[src/rtl/wb_arbiter_pkg.sv]
// rtl/wb_arbiter_pkg.sv - shared write-back request, buffer entry and register-port types
package wb_arbiter_pkg;

  localparam int RD_W   = 5;
  localparam int DATA_W = 32;

  typedef enum logic {
    EXE_ALU = 1'b0,
    EXE_LSU = 1'b1
  } exe_pipe_e;

  typedef struct packed {
    logic              valid;
    logic [RD_W-1:0]   rd;
    logic [DATA_W-1:0] data;
  } wb_req_t;

  typedef struct packed {
    logic [RD_W-1:0]   rd;
    logic [DATA_W-1:0] data;
  } wb_entry_t;

  typedef struct packed {
    logic              wr_en;
    logic [RD_W-1:0]   rd;
    logic [DATA_W-1:0] wr_data;
  } wb_dispatcher_inf_t;

  function automatic wb_entry_t to_entry(input wb_req_t r);
    wb_entry_t e;
    e.rd   = r.rd;
    e.data = r.data;
    return e;
  endfunction

endpackage

[src/rtl/wb_fifo.sv]
// rtl/wb_fifo.sv - per-requester write-back buffer, power-of-two depth, registered pointers
module wb_fifo
  import wb_arbiter_pkg::*;
#(
  parameter int DEPTH = 2
) (
  input  logic      clk,
  input  logic      rst,
  input  logic      push,
  input  wb_entry_t push_data,
  input  logic      pop,
  output wb_entry_t head,
  output logic      empty,
  output logic      full
);

  localparam int AW = $clog2(DEPTH);
  localparam int CW = AW + 1;

  wb_entry_t      mem [DEPTH];
  logic [AW-1:0]  wr_ptr;
  logic [AW-1:0]  rd_ptr;
  logic [CW-1:0]  count;
  logic           do_push;
  logic           do_pop;

  assign empty   = (count == '0);
  assign full    = (count == CW'(DEPTH));
  assign head    = mem[rd_ptr];
  // Guarded here too so a misbehaving caller cannot corrupt the count.
  assign do_push = push && !full;
  assign do_pop  = pop && !empty;

  always_ff @(posedge clk) begin
    if (do_push) mem[wr_ptr] <= push_data;
  end

  always_ff @(posedge clk) begin
    if (rst) begin
      wr_ptr <= '0;
      rd_ptr <= '0;
      count  <= '0;
    end else begin
      if (do_push) wr_ptr <= wr_ptr + 1'b1;
      if (do_pop)  rd_ptr <= rd_ptr + 1'b1;
      case ({do_push, do_pop})
        2'b10:   count <= count + 1'b1;
        2'b01:   count <= count - 1'b1;
        default: count <= count;
      endcase
    end
  end

endmodule

[src/rtl/wb_arbiter.sv]
// rtl/wb_arbiter.sv - merges ALU and LSU write-backs onto one register-file port, LSU-first with ALU anti-starvation
module wb_arbiter
  import wb_arbiter_pkg::*;
#(
  parameter int FIFO_DEPTH = 2,
  parameter int MAX_WAIT   = 3
) (
  input  logic              clk,
  input  logic              rst,
  input  logic              alu_wb_valid,
  input  logic [RD_W-1:0]   alu_wb_rd,
  input  logic [DATA_W-1:0] alu_wb_data,
  output logic              alu_wb_ready,
  input  logic              lsu_wb_valid,
  input  logic [RD_W-1:0]   lsu_wb_rd,
  input  logic [DATA_W-1:0] lsu_wb_data,
  output logic              lsu_wb_ready,
  output logic              wr_en,
  output logic [RD_W-1:0]   rd,
  output logic [DATA_W-1:0] wr_data,
  output logic              wb_pending
);

  localparam int WW = $clog2(MAX_WAIT + 1) + 1;

  wb_req_t            alu_req, lsu_req;
  wb_entry_t          alu_head, lsu_head, sel_head;
  logic               alu_empty, lsu_empty, alu_full, lsu_full;
  logic               alu_push, lsu_push, sel_alu, sel_lsu, sel_any;
  exe_pipe_e          sel_pipe;
  logic [WW-1:0]      alu_wait;
  wb_dispatcher_inf_t wb_q;

  assign alu_req = '{valid: alu_wb_valid, rd: alu_wb_rd, data: alu_wb_data};
  assign lsu_req = '{valid: lsu_wb_valid, rd: lsu_wb_rd, data: lsu_wb_data};

  assign alu_wb_ready = !alu_full && !rst;
  assign lsu_wb_ready = !lsu_full && !rst;

  // Writes to x0 are accepted and dropped so they never reach the register file.
  assign alu_push = alu_req.valid && alu_wb_ready && (alu_req.rd != '0);
  assign lsu_push = lsu_req.valid && lsu_wb_ready && (lsu_req.rd != '0);

  wb_fifo #(.DEPTH(FIFO_DEPTH)) u_alu_fifo (
    .clk       (clk),
    .rst       (rst),
    .push      (alu_push),
    .push_data (to_entry(alu_req)),
    .pop       (sel_alu),
    .head      (alu_head),
    .empty     (alu_empty),
    .full      (alu_full)
  );

  wb_fifo #(.DEPTH(FIFO_DEPTH)) u_lsu_fifo (
    .clk       (clk),
    .rst       (rst),
    .push      (lsu_push),
    .push_data (to_entry(lsu_req)),
    .pop       (sel_lsu),
    .head      (lsu_head),
    .empty     (lsu_empty),
    .full      (lsu_full)
  );

  assign sel_alu  = !alu_empty && (lsu_empty || (alu_wait == WW'(MAX_WAIT)));
  assign sel_lsu  = !lsu_empty && !sel_alu;
  assign sel_any  = sel_alu || sel_lsu;
  assign sel_pipe = sel_alu ? EXE_ALU : EXE_LSU;
  assign sel_head = (sel_pipe == EXE_ALU) ? alu_head : lsu_head;

  always_ff @(posedge clk) begin
    if (rst) begin
      alu_wait <= '0;
      wb_q     <= '0;
    end else begin
      if (alu_empty || sel_alu)            alu_wait <= '0;
      else if (alu_wait != WW'(MAX_WAIT))  alu_wait <= alu_wait + 1'b1;
      wb_q.wr_en <= sel_any;
      if (sel_any) begin
        wb_q.rd      <= sel_head.rd;
        wb_q.wr_data <= sel_head.data;
      end
    end
  end

  assign wr_en      = wb_q.wr_en;
  assign rd         = wb_q.rd;
  assign wr_data    = wb_q.wr_data;
  assign wb_pending = !alu_empty || !lsu_empty;

endmodule

[config.mk]
export PLATFORM = sky130hd
export DESIGN_NAME = wb_arbiter
export DESIGN_NICKNAME = d
export VERILOG_FILES = /design/src/rtl/wb_arbiter_pkg.sv /design/src/rtl/wb_fifo.sv /design/src/rtl/wb_arbiter.sv
export SDC_FILE = /design/constraint.sdc
export NUM_CORES = 1
export LEC_CHECK = 0
export CAP_MARGIN = 20
export CORE_AREA = 2 2 119 121
export CTS_CLUSTER_DIAMETER = 50
export DETAILED_ROUTE_END_ITERATION = 8
export DIE_AREA = 0 0 121 123
export PLACE_DENSITY = 0.9
export SLEW_MARGIN = 20
export SYNTH_ARGS = -nofsm -noshare
export SYNTH_HDL_FRONTEND = slang
export SYNTH_SLANG_ARGS = --single-unit
[constraint.sdc]
create_clock -name clk -period 9.6 [get_ports clk]
set_clock_uncertainty 0.15 [all_clocks]
set_input_delay 1.92 -clock clk [delete_from_list [all_inputs] [get_ports clk]]
set_output_delay 1.92 -clock clk [all_outputs]
set_load 0.01 [all_outputs]
==> results.ini, run 1 <==
[outcome]
status = finished clean

[final_layout]
syn_to_final_growth_pct = 24.3
regArea_sq_mm = 0.00547
diodes = 0
multi_input_area_sq_mm = 0.00189
nets = 670
fill_cells = 918
drive_above_1_share_pct = 10.8
postLayoutCoreUtil_pct = 69.4
fin_cells = 781

[logic_synthesis]
yosysSeqAreaShare_pct = 71.9
yosysMostFrequentCell = edfxtp_1
ys_ff_latch = 199
syn_inst = 479
synthMuxAreaShare_pct = 4.87
synth_cell_types = 30
synth_top_family_by_area = compound AO/OA/AOI/OAI gates
yosys.area_share.xor_xnor_pct = 0.691
synth.area.top_cells = edfxtp_1 (58%), dfxtp_1 (13%), mux2i_1 (4.9%)
syn_nets = 561
yosysWarnings = 0
synth_fa_ha_area_share_pct = 0.658
syn_area_sq_mm = 0.00760
synth-edff-count = 148
synthSimpleGateAreaFrac_pct = 6.78
async_flop_share_pct = 0
yosysTopAreaCellShare_pct = 58.5
synth_compound_area_share_pct = 11.7
yosys.area.top_type = edfxtp_1
synth_flop_cell = edfxtp_1
synthTopCellsByCount = edfxtp_1 (148), nor2_1 (53), dfxtp_1 (51), mux2i_1 (37), nor2b_1 (37)
synth_area_per_cell_sq_um = 15.9

[pwr]
p_int_mw = 1.81
clock_power_share_pct = 26.3
switching_share_pct = 30.9
power_frac_seq_pct = 43.2
p_per_area_mw_per_mm2 = 277
p_comb_share_pct = 30.4
ir_drop_mv = 0.167
p_sw_uw = 809
power_mw = 2.62
leakage_nw = 3.05

[placed_design]
dp_hpwl_um = 9240
io_buffers = 118
gp_congestion = 0.753
dp_cells = 748
dp_slack_ps = 4140

[timing]
setup_viol = 0
tns_ps = 0
worst_slew_pin_slew_ps = 975
rsz0062_at_grt = false
finalWorstSetupSlack_ps = 4150
fin_crit_sh_pct = 56.8
fmax_mhz = 183
fin_crit_ps = 5450
finalMaxSlewViolations = 0
hold_viol = 0
slew_headroom_pct = 35.0

[floorplan]
die_h_um = 123
die-width_um = 121
coreArea_sq_mm = 0.0136
initial_utilization_pct = 55.9
io_pins = 119
rows = 43
dieArea_sq_mm = 0.0149

[grt]
grt.overflow.total = 0
grt_start_max_net_pins = 77
antenna_found_initial = 0
grt_pass1_wl_um = 23700
track_usage_pct = 21.4
grt_pass1_vias = 4564

[critical_path]
r2r_cells = 6
reg2reg_from = alu_wait[0]
slowest_delay_ps = 490
timing.rr.end = u_alu_fifo.count[1]
rrSetupSlack_ps = 6960
crit_path_cell_trace = buf_2 -> buf_4 -> inv_1 -> o21a_1 -> clkdlybuf4s50_1
arrival_ps = 3380
start_kind = input port
cpMaxStageDelayCell = buf_4
worst-path-buf-inv = 4
cp.required_ps = 7530
crit_path_end_kind = output port
worst-path-max-fanout = 50
path_class = in2out
crit_family = buffers and inverters

[routing]
ant_nets = 0
vias = 4379
dr.pass1.iters = 4
routed_wl_um = 14900
via_per_inst = 5.61
drcViolationCount = 0
wl_per_cell_um = 19.1
drt-initial-drc-count = 291

[cts]
cts.sinks = 199
clock_latency_ps = 430
clk_pin_slew_ps = 60
hold_buffers = 0
post_cts_resized = 0
postCtsSetupBuffers = 0
cts_tree = done
cts_buffers = 17
clockBufferDepth = 2
root_buffer = clkbuf_16
cts.htree.levels = 4

[min_path]
holdCritStartpoint = alu_wait[0]
worst_hold_path_type = reg2reg
min_path_cells = 1
min_to = alu_wait[0]

[job]
cap_violations = 0

## kinds of logic after synthesis
| group | after synthesis |
|---|---|
| xor+xnor | 6 |
| simple gates | 101 |
| compound gates | 88 |
| buf+inv | 44 |
| mux | 37 |
| fa+ha+maj | 4 |
| flops | 199 |
## metal layers
layer  part of all wire [%]  GRT usage [%]
met5                      0              0
met4                    2.8           10.1
met3                    4.6           5.49
met2                     51           35.9
met1                     42           25.9
## worst register-to-register path: cells and delay by family (launching register included)
family,cells,cell delay (ps)
and+or+nand+nor,1,400
DFF,1,340
AOI/OAI and AO/OA,2,940
adders and majority gates,3,750
## power by group through the flow
| stage | clock network, mW | registers [mW] | logic (mW) |
|---|---|---|---|
| 4_1_cts | 0.700 | 1.13 | 0.808 |
| 3_5_place_dp | 0 | 1.15 | 0.802 |
| 5_1_grt | 0.735 | 1.14 | 0.875 |
| 3_3_place_gp | 0 | 1.14 | 0.765 |
| 6_report | 0.689 | 1.13 | 0.796 |
| 2_1_floorplan | 0 | 1.14 | 0.582 |
## sequential cells by signal, indices dropped and copies added, names as in the netlist, named ones only
register,flops
u_alu_fifo.wr_ptr,1
wr_data,32
u_lsu_fifo.mem,74
wr_en,1
u_lsu_fifo.wr_ptr,1
u_alu_fifo.rd_ptr,1
u_lsu_fifo.count,2
u_lsu_fifo.rd_ptr,1
rd,5
u_alu_fifo.mem,74
u_alu_fifo.count,2
alu_wait,3
## metrics by stage
stage | hold WS, ps | instance area, sq um
2_1_floorplan | 249 | 7600
3_3_place_gp | 257 | 8830
3_5_place_dp | 292 | 8850
4_1_cts | 301 | 9430
5_1_grt | 312 | 9450
6_report | 291 | 9450
## area by class of cell
class	count	area share, %
Timing Repair Buffer	124	13.3
Multi-Input combinational cell	236	20.0
Clock buffer	23	5.06
Inverter	10	0.410
Clock inverter	9	1.06
Tap cell	180	2.38
Sequential cell	199	57.8
## worst max-delay path by stage
stage / start / end / cells after the start
4_1_cts: rst / lsu_wb_ready / 5
2_1_floorplan: rst / u_lsu_fifo.mem[1][0] / 4
3_5_place_dp: rst / alu_wb_ready / 5
5_1_grt: rst / lsu_wb_ready / 5
6_report: rst / alu_wb_ready / 5
3_3_place_gp: rst / lsu_wb_ready / 5
## cell usage in the layout, fill, tap and decap left out, types with 2 or more instances in the layout
master           instances
a2111oi_0               28
clkdlybuf4s50_1        117
or2_2                    2
dfxtp_1                 49
buf_4                    4
o21a_1                   2
or3_1                    4
a21oi_1                  5
a2111oi_1               28
dfxtp_2                  2
inv_1                    7
clkbuf_8                 3
nor2_4                   2
or4_1                    3
clkbuf_1                 3
clkbuf_16               17
edfxtp_1               148
bufinv_16                2
xor2_1                   2
mux2i_1                 37
inv_2                    2
a2111oi_2               18
clkinv_2                 5
nor2b_1                 37
ha_1                     4
xnor2_1                  4
o21ai_0                  4
o211ai_1                 2
nor2_1                  51
No activity file was read; power rests on OpenSTA's default activity.
==> run 2: changes to the inputs <==
--- a/config.mk
+++ b/config.mk
@@ -6,11 +6,11 @@
 export NUM_CORES = 1
 export LEC_CHECK = 0
 export CAP_MARGIN = 20
-export CORE_AREA = 2 2 119 121
+export CORE_AREA = 2 2 123 125
 export CTS_CLUSTER_DIAMETER = 50
 export DETAILED_ROUTE_END_ITERATION = 8
-export DIE_AREA = 0 0 121 123
-export PLACE_DENSITY = 0.9
+export DIE_AREA = 0 0 125 127
+export PLACE_DENSITY = 0.85
 export SLEW_MARGIN = 20
 export SYNTH_ARGS = -nofsm -noshare
 export SYNTH_HDL_FRONTEND = slang
==> constraint.sdc (replaced) <==
create_clock -name clk -period 5.4 [get_ports clk]
set_clock_uncertainty 0.15 [all_clocks]
set_input_delay 1.08 -clock clk [delete_from_list [all_inputs] [get_ports clk]]
set_output_delay 1.08 -clock clk [all_outputs]
set_load 0.01 [all_outputs]
==> run 2 against run 1 <==
Against the previous run:
- hold slack gained 12 ps
- sequential cell count unchanged
- sequential power rose by 76%
- clock power is 74% higher
- utilization fell by 3.8 points
- non-clock buffer count grew 1
- register-to-register slack got worse by 4300 ps
- critical endpoint is now wb_pending
- largest cell class unchanged
==> results.ini, run 2 (synthesis gave the netlist of run 1 again) <==
[critical_path]
arrival_ps = 2470
crit_path_end_kind = output port
cp.required_ps = 4170
path_class = reg2out
start_kind = flip-flop
worst-path-max-fanout = 38

[grt]
grt.overflow.total = 0
track_usage_pct = 19.6
antenna_found_initial = 0
grt_pass1_vias = 4623
grt_pass1_wl_um = 23900
grt_start_max_net_pins = 77

[routing]
wl_per_cell_um = 19.7
via_per_inst = 5.62
drt-initial-drc-count = 225
ant_nets = 0
dr.pass1.iters = 4
drcViolationCount = 0
vias = 4415
routed_wl_um = 15500

[job]
cap_violations = 0

[min_path]
worst_hold_path_type = reg2reg

[pwr]
p_per_area_mw_per_mm2 = 491
leakage_nw = 3.03
p_comb_share_pct = 31.4
p_sw_mw = 1.49
ir_drop_mv = 0.446
clock_power_share_pct = 25.9
power_frac_seq_pct = 42.7
p_int_mw = 3.16
switching_share_pct = 32.0

[timing]
setup_viol = 0
fin_crit_sh_pct = 68.5
fin_crit_ps = 3700
tns_ps = 0
worst_slew_pin_slew_ps = 989
finalMaxSlewViolations = 0
rsz0062_at_grt = false
hold_viol = 0
fmax_mhz = 270
slew_headroom_pct = 34.0

[final_layout]
drive_above_1_share_pct = 11.1
fin_cells = 786
nets = 671
layout_common_cells = edfxtp_1 (148), clkdlybuf4s50_1 (117), nor2_1 (51)
reg_top3 = u_alu_fifo.mem x74, u_lsu_fifo.mem x74, wr_data x32
syn_to_final_growth_pct = 24.5
diodes = 0
final_common_cell = edfxtp_1

[cts]
clock_latency_ps = 430
postCtsSetupBuffers = 0
cts.sinks = 199
cts.htree.levels = 4
cts_buffers = 17
clockBufferDepth = 2
clk_pin_slew_ps = 70
root_buffer = clkbuf_16
hold_buffers = 0
cts_tree = done
post_cts_resized = 0

[placed_design]
io_buffers = 118
dp_hpwl_um = 9280
dp_cells = 751
gp_congestion = 0.788

[outcome]
status = finished clean

[floorplan]
initial_utilization_pct = 52.7
coreArea_sq_mm = 0.0144
die_h_um = 127
die-width_um = 125
rows = 44
dieArea_sq_mm = 0.0159
io_pins = 119

-- run 2: cell count changes in the layout (fill, tap and decap cells not counted), sizes merged --
cell and delta:
inv +1, clkbuf -1, buf +1, clkinv -4
clkinvlp +5, bufinv -1
-- run 2: power groups by stage --
stage	logic, mW	registers (mW)	clock network (mW)
6_report	1.46	1.99	1.20
5_1_grt	1.59	2.01	1.28
4_1_cts	1.47	1.99	1.22
3_5_place_dp	1.45	2.02	0
3_3_place_gp	1.40	2.01	0
2_1_floorplan	1.03	2.02	0
-- run 2: worst paths after layout --
| path | end | slack (ps) | startpoint | depth (start not counted) |
|---|---|---|---|---|
| worst max-delay path | wb_pending | 1700 | u_alu_fifo.count[0] | 4 |
| worst min-delay path | alu_wait[0] | 300 | alu_wait[0] | 1 |
| worst min register to register | alu_wait[0] | 300 | alu_wait[0] | 1 |
| worst max register to register | u_alu_fifo.count[1] | 2710 | alu_wait[0] | 6 |
-- run 2: cell type report --
class	count	area, sq um
Inverter	10	38.8
Clock inverter	10	97.6
Multi-Input combinational cell	236	1890
Clock buffer	22	464
Tap cell	184	230
Timing Repair Buffer	125	1280
Sequential cell	199	5470
Fill cell	1045	4960
-- run 2: stage by stage --
stage	utilization (%)	total power [mW]	worst slack (ps)	cell area, sq um	hold WS [ps]
after detailed placement	61.2	3.47	1660	8830	289
after CTS	65.1	4.67	1690	9390	309
after floorplan	-	3.05	1690	7600	249
after global placement	61.2	3.41	1820	8830	257
after global routing	65.6	4.88	1610	9460	331
final	65.6	4.65	1700	9460	303
-- run 2: routing by layer --
metal  global-route usage, %  part of all wire, %  vias to the layer above
met2                    33.7                   53                      109
met5                       0                    0                        -
met1                    24.6                   42                     2196
li1                        -                    -                     2096
met4                    6.27                  1.2                        0
met3                    5.03                  3.7                       14
-- run 2: critical path: stages, from the launching register on --
cell	delay, ps
dfxtp_1	370
or2_4	300
nor3_4	140
clkinv_2	550
clkdlybuf4s50_1	670
